[config.mk]
export PLATFORM = sky130hd
export DESIGN_NAME = ram_burst_reader
export DESIGN_NICKNAME = d
export VERILOG_FILES = /design/src/rtl/ram_rd_pkg.sv /design/src/rtl/ram_rd_skid.sv /design/src/rtl/ram_burst_reader.sv
export SDC_FILE = /design/constraint.sdc
export NUM_CORES = 1
export LEC_CHECK = 0
export CAP_MARGIN = 0
export CORE_MARGIN = 2
export CORE_UTILIZATION = 51
export DETAILED_ROUTE_END_ITERATION = 12
export GPL_TIMING_DRIVEN = 0
export PLACE_DENSITY_LB_ADDON = 0.3
export SLEW_MARGIN = 10
export SYNTH_ARGS = -nofsm -noshare
export SYNTH_HDL_FRONTEND = slang
export SYNTH_SLANG_ARGS = --single-unit
[constraint.sdc]
create_clock -name clk -period 4.9 [get_ports clk]
set_input_delay 1.47 -clock clk [delete_from_list [all_inputs] [get_ports clk]]
set_output_delay 1.47 -clock clk [all_outputs]
set_load 0.02 [all_outputs]
[src/rtl/ram_rd_pkg.sv]
// Shared types and constants for the block-RAM burst reader.
package ram_rd_pkg;

    // Burst controller states
    typedef enum logic [1:0] {
        IDLE  = 2'd0,
        ISSUE = 2'd1,
        DRAIN = 2'd2
    } state_t;

    // RAM read latency in cycles (registered address)
    localparam int RAM_RD_LAT = 1;
    // Number of words the skid buffer can hold
    localparam int SKID_DEPTH = 2;

    // Words committed to the output path after this cycle: stored + returning - leaving
    function automatic logic [2:0] fill_level(input logic [1:0] occ,
                                              input logic       inflight,
                                              input logic       pop);
        fill_level = {1'b0, occ} + {2'b00, inflight} - {2'b00, pop};
    endfunction

endpackage

[src/rtl/ram_rd_skid.sv]
// Two-entry {last, data} buffer that absorbs RAM returns while the stream stalls.
module ram_rd_skid
    import ram_rd_pkg::*;
#(
    parameter int DW = 4
) (
    input  logic          clk,
    input  logic          rst,
    input  logic          i_push,
    input  logic          i_pop,
    input  logic [DW:0]   i_din,
    output logic [DW:0]   o_head,
    output logic [1:0]    o_occ
);

    logic [DW:0] r_ent0;
    logic [DW:0] r_ent1;
    logic [1:0]  r_occ;

    // Entry storage and occupancy; entry 0 is always the oldest word
    always_ff @(posedge clk) begin
        if (rst) begin
            r_ent0 <= {(DW+1){1'b0}};
            r_ent1 <= {(DW+1){1'b0}};
            r_occ  <= 2'd0;
        end else begin
            case ({i_push, i_pop})
                2'b10: begin
                    if (r_occ == 2'd0) begin
                        r_ent0 <= i_din;
                    end else begin
                        r_ent1 <= i_din;
                    end
                    r_occ <= r_occ + 2'd1;
                end
                2'b01: begin
                    r_ent0 <= r_ent1;
                    r_occ  <= r_occ - 2'd1;
                end
                2'b11: begin
                    if (r_occ == 2'd1) begin
                        r_ent0 <= i_din;
                    end else begin
                        r_ent0 <= r_ent1;
                        r_ent1 <= i_din;
                    end
                end
                default: begin
                    r_occ <= r_occ;
                end
            endcase
        end
    end

    assign o_head = r_ent0;
    assign o_occ  = r_occ;

endmodule

[src/rtl/ram_burst_reader.sv]
// Burst read initiator for a 1-cycle registered-address block RAM; returns words as a
// valid/ready stream with last. The word returning from the RAM is presented directly
// when the skid is empty, so the first beat appears two cycles after command accept.
module ram_burst_reader
    import ram_rd_pkg::*;
#(
    parameter int AW = 5,
    parameter int DW = 4
) (
    input  logic          clk,
    input  logic          rst,
    input  logic          cmd_valid,
    output logic          cmd_ready,
    input  logic [AW-1:0] cmd_addr,
    input  logic [AW-1:0] cmd_len_m1,
    output logic          ram_en,
    output logic          ram_we,
    output logic [AW-1:0] ram_a,
    input  logic [DW-1:0] ram_do,
    output logic          out_valid,
    input  logic          out_ready,
    output logic [DW-1:0] out_data,
    output logic          out_last,
    output logic          busy
);

    state_t        r_state;
    state_t        w_next_state;
    logic [AW:0]   r_beats_left;
    logic [AW-1:0] r_addr;
    logic          r_inflight;
    logic          r_inflight_last;

    logic          w_accept;
    logic          w_issue;
    logic          w_pop;
    logic          w_skid_push;
    logic          w_skid_pop;
    logic [1:0]    w_occ;
    logic [DW:0]   w_head;
    logic [2:0]    w_fill;

    // Words already stored or returning, minus the one leaving this cycle
    assign w_fill   = fill_level(w_occ, r_inflight, w_pop);
    assign w_accept = cmd_valid & cmd_ready;
    assign w_pop    = out_valid & out_ready;
    // Issue only while beats remain and the skid can take the word when it returns
    assign w_issue  = (r_state == ISSUE) && (r_beats_left != {(AW+1){1'b0}}) &&
                      (w_fill < 3'(SKID_DEPTH)) && !rst;
    // A returning word popped straight through never enters the skid
    assign w_skid_pop  = w_pop & (w_occ != 2'd0);
    assign w_skid_push = r_inflight & ~(w_pop & (w_occ == 2'd0));

    ram_rd_skid #(.DW(DW)) u_skid (
        .clk    (clk),
        .rst    (rst),
        .i_push (w_skid_push),
        .i_pop  (w_skid_pop),
        .i_din  ({r_inflight_last, ram_do}),
        .o_head (w_head),
        .o_occ  (w_occ)
    );

    // FSM state register
    always_ff @(posedge clk) begin
        if (rst) begin
            r_state <= IDLE;
        end else begin
            r_state <= w_next_state;
        end
    end

    // FSM next-state logic
    always_comb begin
        w_next_state = r_state;
        case (r_state)
            IDLE: begin
                if (w_accept) begin
                    w_next_state = ISSUE;
                end else begin
                    w_next_state = IDLE;
                end
            end
            ISSUE: begin
                if (w_issue && (r_beats_left == {{AW{1'b0}}, 1'b1})) begin
                    w_next_state = DRAIN;
                end else begin
                    w_next_state = ISSUE;
                end
            end
            DRAIN: begin
                if (w_pop && out_last) begin
                    w_next_state = IDLE;
                end else begin
                    w_next_state = DRAIN;
                end
            end
            default: begin
                w_next_state = IDLE;
            end
        endcase
    end

    // FSM and stream outputs; the skid head has priority over the word arriving from the RAM
    always_comb begin
        cmd_ready = (r_state == IDLE) && !rst;
        busy      = (r_state != IDLE);
        ram_en    = w_issue;
        ram_we    = 1'b0;
        ram_a     = r_addr;
        out_valid = (w_occ != 2'd0) | r_inflight;
        if (w_occ != 2'd0) begin
            out_data = w_head[DW-1:0];
            out_last = w_head[DW];
        end else begin
            out_data = ram_do;
            out_last = r_inflight & r_inflight_last;
        end
    end

    // Address/beat counters and tracking of the read returning next cycle
    always_ff @(posedge clk) begin
        if (rst) begin
            r_addr          <= {AW{1'b0}};
            r_beats_left    <= {(AW+1){1'b0}};
            r_inflight      <= 1'b0;
            r_inflight_last <= 1'b0;
        end else begin
            if (w_accept) begin
                r_addr       <= cmd_addr;
                r_beats_left <= {1'b0, cmd_len_m1} + {{AW{1'b0}}, 1'b1};
            end else if (w_issue) begin
                r_addr       <= r_addr + {{(AW-1){1'b0}}, 1'b1};
                r_beats_left <= r_beats_left - {{AW{1'b0}}, 1'b1};
            end else begin
                r_addr       <= r_addr;
                r_beats_left <= r_beats_left;
            end
            r_inflight      <= w_issue;
            r_inflight_last <= w_issue && (r_beats_left == {{AW{1'b0}}, 1'b1});
        end
    end

endmodule
==> flow_metrics.env, run 1 <==
export IMPL_drive_above_1_share_pct=16.2
export IMPL_fin_nets=244
export IMPL_synth_cells=180
export IMPL_cts_tree="done"
export IMPL_synth_top_flop_cell="dfxtp_1"
export IMPL_worstSetupPathType="in -> out"
export IMPL_fin_crit_ps=4810
export IMPL_die_w_um=61.3
export IMPL_worstPathRequired_ps=3430
export IMPL_synth_top_cell_area_share_pct=32.3
export IMPL_synthDistinctLibCells=47
export IMPL_crit_reg2reg_launch="u_skid.o_occ[1]"
export IMPL_finalMaxSlewViolations=0
export IMPL_holdBufCountCts=0
export IMPL_synth_area_leaders="dfxtp_1 (32%), mux2i_1 (7.2%), ha_1 (6.0%)"
export IMPL_synth_common_cells="dfxtp_1 (27), nor2_1 (21), a211oi_1 (12), mux2i_1 (12), inv_1 (10)"
export IMPL_synth_seq_cells=27
export IMPL_grt_pass1_vias=1506
export IMPL_row_count=20
export IMPL_fmax_mhz=208
export IMPL_antenna_found_initial=0
export IMPL_cts_reportedPaths_clkPinSlew_ps=150
export IMPL_outcome="finished, final reports clean"
export IMPL_synth_area_leader_cell="dfxtp_1"
export IMPL_syn_cell_area_sq_um=1680
export IMPL_setup_violations=0
export IMPL_io_pins=33
export IMPL_num_antenna_cells=0
export IMPL_async_reset_ff_share_pct=0
export IMPL_worstMarginPinSlew_ps=616
export IMPL_dpl_cell_count=253
export IMPL_grtUsageTotal_pct=22.4
export IMPL_start_util_pct=54.4
export IMPL_hpwl_um=2780
export IMPL_wl_um=3820
export IMPL_dr_pass1_iters=4
export IMPL_postSynthNetCount=207
export IMPL_worstSkewPairLatency_ps=320
export IMPL_yosysWarnings=0
export IMPL_power_total_w=0.000895
export IMPL_wl_per_cell_um=14.7
export IMPL_hold_ws_ps=513
export IMPL_grt_ovfl_total=0
export IMPL_portBuffers=29
export IMPL_path_cells="buf_4, and2_1, ha_1, nand2b_4, fa_2, nand4bb_4, a211oi_4, buf_6, buf_4"
export IMPL_cp_max_fo=10
export IMPL_place_gp_congestion=0.811
export IMPL_yosysSeqAreaShare_pct=32.3
export IMPL_critPathMostFrequentCell="buf_4"
export IMPL_ant_nets=0
export IMPL_worst_setup_path_start_kind="primary input"
export IMPL_avgSynthCellArea_sq_um=9.31
export IMPL_vdd_drop_max_mv=0.224
export IMPL_cellLeakagePower_nw=0.809
export IMPL_cts_sinks=27
export IMPL_stdcell_count=260
export IMPL_setup_tns_ps=0
export IMPL_dr_first_iter_drc_count=68
export IMPL_power_density_nw_per_um2=428
export IMPL_cts_htree_levels=1
export IMPL_die_area_sq_um=3760
export IMPL_arrival_ps=3340
export IMPL_maxCapViolations=0
export IMPL_cts_root_buf="clkbuf_4"
export IMPL_skew_ps=7.65
export IMPL_hp_start="u_skid.r_ent1[3]"
export IMPL_core_area_sq_um=3080
export IMPL_synth_edff_count=0
export IMPL_vias=1471
export IMPL_area_growth_syn_to_layout_pct=24.9
export IMPL_cts_made_buffers=3
export IMPL_die_h_um=61.3
export IMPL_hold_class="reg -> reg"
export IMPL_clockBufferDepth=2
export IMPL_final_hold_viol_count=0
export IMPL_final_util_pct=68.0
export IMPL_slowest_stage="fa_2"
export IMPL_timing_final_crit_share_pct=98.1
export IMPL_crit_start="out_ready"
export IMPL_via_per_inst=5.66
export IMPL_grt_pass1_wl_um=6370
export IMPL_grt_max_degree=15
export IMPL_grt_setup_unrepaired="no"
export IMPL_synth_most_common_cell="dfxtp_1"
export IMPL_max_slew_margin_pct=58.9
export IMPL_drc=0
export IMPL_max_stage_delay_ps=550
export IMPL_endpoint_kind="output pin"
## power by group
part | internal [W] | switching, W | leakage (nW)
Clock | 0.0000319 | 0.0000654 | 0.0150
Combinational | 0.000235 | 0.000269 | 0.574
Sequential | 0.000257 | 0.0000374 | 0.221
Total | 0.000524 | 0.000371 | 0.809
## cell families (layout without fill, tap and decap cells)
logic type / Yosys count / in the layout / share of synthesized area (%)
buffers and inverters: 20 / 56 / 5.83
other: 1 / 1 / 0.224
muxes: 15 / 15 / 9.19
AOI/OAI and AO/OA: 39 / 39 / 18.9
and+or+nand+nor: 62 / 62 / 22.3
DFF: 27 / 27 / 32.3
adders and majority gates: 9 / 9 / 7.17
xor gates and xnor gates: 7 / 7 / 4.11
## sequential cells by signal, summed over array words and instances, names as in the netlist
signal,cells
ram_a,5
r_inflight_last,1
u_skid.r_ent1,5
r_inflight,1
r_beats_left,6
r_state,2
u_skid.o_occ,2
u_skid.o_head,5
## path summary, 6_finish.rpt
kind	endpoint	slack, ps	cells after the start
setup / recovery	ram_en	90	9
hold / removal	u_skid.o_head[3]	510	2
setup reg to reg	r_beats_left[5]	1410	13
hold reg to reg	u_skid.o_head[3]	510	2
## cell usage in the layout (no fill, tap or decap), types with 4 or more instances in the layout
cell type | netlist | layout
mux2i_1 | 12 | 12
o21ai_0 | 4 | 4
buf_4 | 1 | 6
dfxtp_1 | 27 | 26
nor2_1 | 21 | 21
nand2_1 | 7 | 7
clkbuf_1 | 4 | 4
a211oi_1 | 12 | 12
a21oi_1 | 4 | 4
ha_1 | 8 | 8
inv_1 | 10 | 10
xnor2_1 | 5 | 5
nor4_2 | 4 | 4
and3_1 | 5 | 5
clkdlybuf4s50_1 | 0 | 28
## repair_timing
action	in CTS	in global routing
setup endpoints to repair	1	1
buffers inserted	3	0
endpoints found under the hold margin	0	0
pin swaps	2	2
gates cloned	0	0
gates resized for setup	8	3
## metrics by stage
stage,instance area [sq um],setup slack (ps)
floorplan,1680,129
global placement,2020,-617
detailed placement,2020,-649
CTS,2080,15.9
global route,2090,13.9
finish,2090,92.4
## per-layer routing
layer	wire [um]	global-route usage [%]	share of wire [%]
met1	1650	24.1	43
met2	1970	42.9	51
met3	145	4.62	3.8
met4	58	7.76	1.5
met5	0	0	0
## final cells by class
cell class / instances / area (sq um)
Multi-Input combinational cell: 133 / 1060
Tap cell: 44 / 55.1
Timing Repair Buffer: 32 / 310
Inverter: 10 / 37.5
Sequential cell: 27 / 542
Buffer: 10 / 63.8
Clock buffer: 4 / 26.3
Fill cell: 267 / 985
## critical path: cells and delay by family
kind	cells	cell delay [ps]
adder cells (fa/ha/maj)	2	820
AND/OR/NAND/NOR	3	420
buffers and inverters	3	420
AO/OA/AOI/OAI	1	210
(Power assumes the default switching activity.)
==> run 2: changes to the inputs <==
- SETUP_SLACK_MARGIN: not set -> 0.3
==> flow_metrics.env, run 2 (synthesized netlist as in run 1, its figures left out) <==
export IMPL_cts_htree_levels=1
export IMPL_hpwl_um=2650
export IMPL_place_ws_ps=-553
export IMPL_hold_class="reg -> reg"
export IMPL_largest_reg_flops=6
export IMPL_final_common_cell="clkdlybuf4s50_1"
export IMPL_final_cell_mix="clkdlybuf4s50_1 (28), dfxtp_1 (26), nor2_1 (21)"
export IMPL_grt_ovfl_total=0
export IMPL_finalMaxSlewViolations=0
export IMPL_drive_above_1_share_pct=18.0
export IMPL_wl_um=3560
export IMPL_final_hold_viol_count=0
export IMPL_portBuffers=29
export IMPL_cts_sinks=27
export IMPL_grt_max_degree=16
export IMPL_ant_nets=0
export IMPL_cp_max_fo=2
export IMPL_worstMarginPinSlew_ps=676
export IMPL_power_density_nw_per_um2=424
export IMPL_grtUsageTotal_pct=21.2
export IMPL_dr_first_iter_drc_count=54
export IMPL_cts_root_buf="clkbuf_4"
export IMPL_antenna_found_initial=0
export IMPL_cts_reportedPaths_clkPinSlew_ps=150
export IMPL_worstSkewPairLatency_ps=330
export IMPL_wl_per_cell_um=13.7
export IMPL_clockBufferDepth=2
export IMPL_grt_pass1_wl_um=6000
export IMPL_cts_made_buffers=3
export IMPL_fmax_mhz=215
export IMPL_vias=1435
export IMPL_outcome="finished, final reports clean"
export IMPL_area_growth_syn_to_layout_pct=27.3
export IMPL_place_gp_congestion=0.875
export IMPL_die_area_sq_um=3760
export IMPL_worstSetupPathType="in -> out"
export IMPL_worstPathRequired_ps=3430
export IMPL_row_count=20
export IMPL_r2r_slack_ps=1580
export IMPL_die_w_um=61.3
export IMPL_top_register="r_beats_left"
export IMPL_worst_setup_path_start_kind="primary input"
export IMPL_r2r_cells=13
export IMPL_max_slew_margin_pct=55.0
export IMPL_holdPathStages=2
export IMPL_arrival_ps=3190
export IMPL_dpl_cell_count=253
export IMPL_stdcell_count=261
export IMPL_fin_crit_ps=4660
export IMPL_vdd_drop_max_mv=0.186
export IMPL_num_antenna_cells=0
export IMPL_die_h_um=61.3
export IMPL_start_util_pct=54.4
export IMPL_drc=0
export IMPL_via_per_inst=5.50
export IMPL_cellLeakagePower_nw=0.825
export IMPL_maxCapViolations=0
export IMPL_setup_violations=0
export IMPL_skew_ps=3.35
export IMPL_fin_nets=245
export IMPL_io_pins=33
export IMPL_core_area_sq_um=3080
export IMPL_grt_setup_unrepaired="yes"
export IMPL_grt_pass1_vias=1449
export IMPL_endpoint_kind="output pin"
export IMPL_setup_slack_ps=243
export IMPL_dr_pass1_iters=4
export IMPL_timing_final_crit_share_pct=95.0
export IMPL_cts_tree="done"
## run 2: through the flow
step / hold slack (ps) / util, % / power, W / setup TNS (ps) / cell area, sq um
floorplan: 454 / - / 0.000641 / 0 / 1710
global placement: 465 / 66.7 / 0.000761 / -558 / 2050
detailed placement: 473 / 66.7 / 0.000780 / -553 / 2050
CTS: 492 / 69.3 / 0.000912 / 0 / 2130
global route: 538 / 69.3 / 0.000969 / 0 / 2130
finish: 493 / 69.3 / 0.000905 / 0 / 2130
## run 2: layer usage
layer | GRT usage, % | share of wire (%)
met5 | 0 | 0
met3 | 3.36 | 3.6
met1 | 25.2 | 46
met2 | 36.8 | 48
met4 | 10.9 | 2.5
## run 2: power by group
group / internal (W) / leakage, nW / total, W / switching, W
combinational: 0.000244 / 0.586 / 0.000512 / 0.000268
sequential: 0.000257 / 0.221 / 0.000294 / 0.0000367
clock: 0.0000307 / 0.0177 / 0.0000992 / 0.0000685
total: 0.000532 / 0.825 / 0.000905 / 0.000373
## run 2: worst max-delay path, cell delays in order
cell and delay [ps]:
buf_12 100, and2_4 130, ha_4 200, nand2b_4 130, fa_2 550, nand4bb_4 140, a211oi_4 220, buf_6 140
buf_6 110
## run 2: cell type report
| cell class | count | area, sq um |
|---|---|---|
| multi-input cells | 133 | 1070 |
| repair buffers | 33 | 322 |
| inverters | 10 | 37.5 |
| plain buffers | 10 | 76.3 |
| clock inverters | 1 | 5.00 |
| flip-flops and latches | 27 | 542 |
| well taps | 44 | 55.1 |
| clock buffers | 3 | 22.5 |
| fillers | 271 | 945 |
## run 2: final timing paths
check | from | end
worst max register to register | u_skid.o_occ[1] | r_beats_left[5]
worst min-delay path | u_skid.r_ent1[3] | u_skid.o_head[3]
worst min register to register | u_skid.r_ent1[3] | u_skid.o_head[3]
worst max-delay path | out_ready | ram_en
## run 2: timing repair
action,CTS,global route
gates resized for setup,11,0
setup endpoints to repair,1,1
buffers inserted,4,0
pin swaps,2,0
hold buffers,0,0
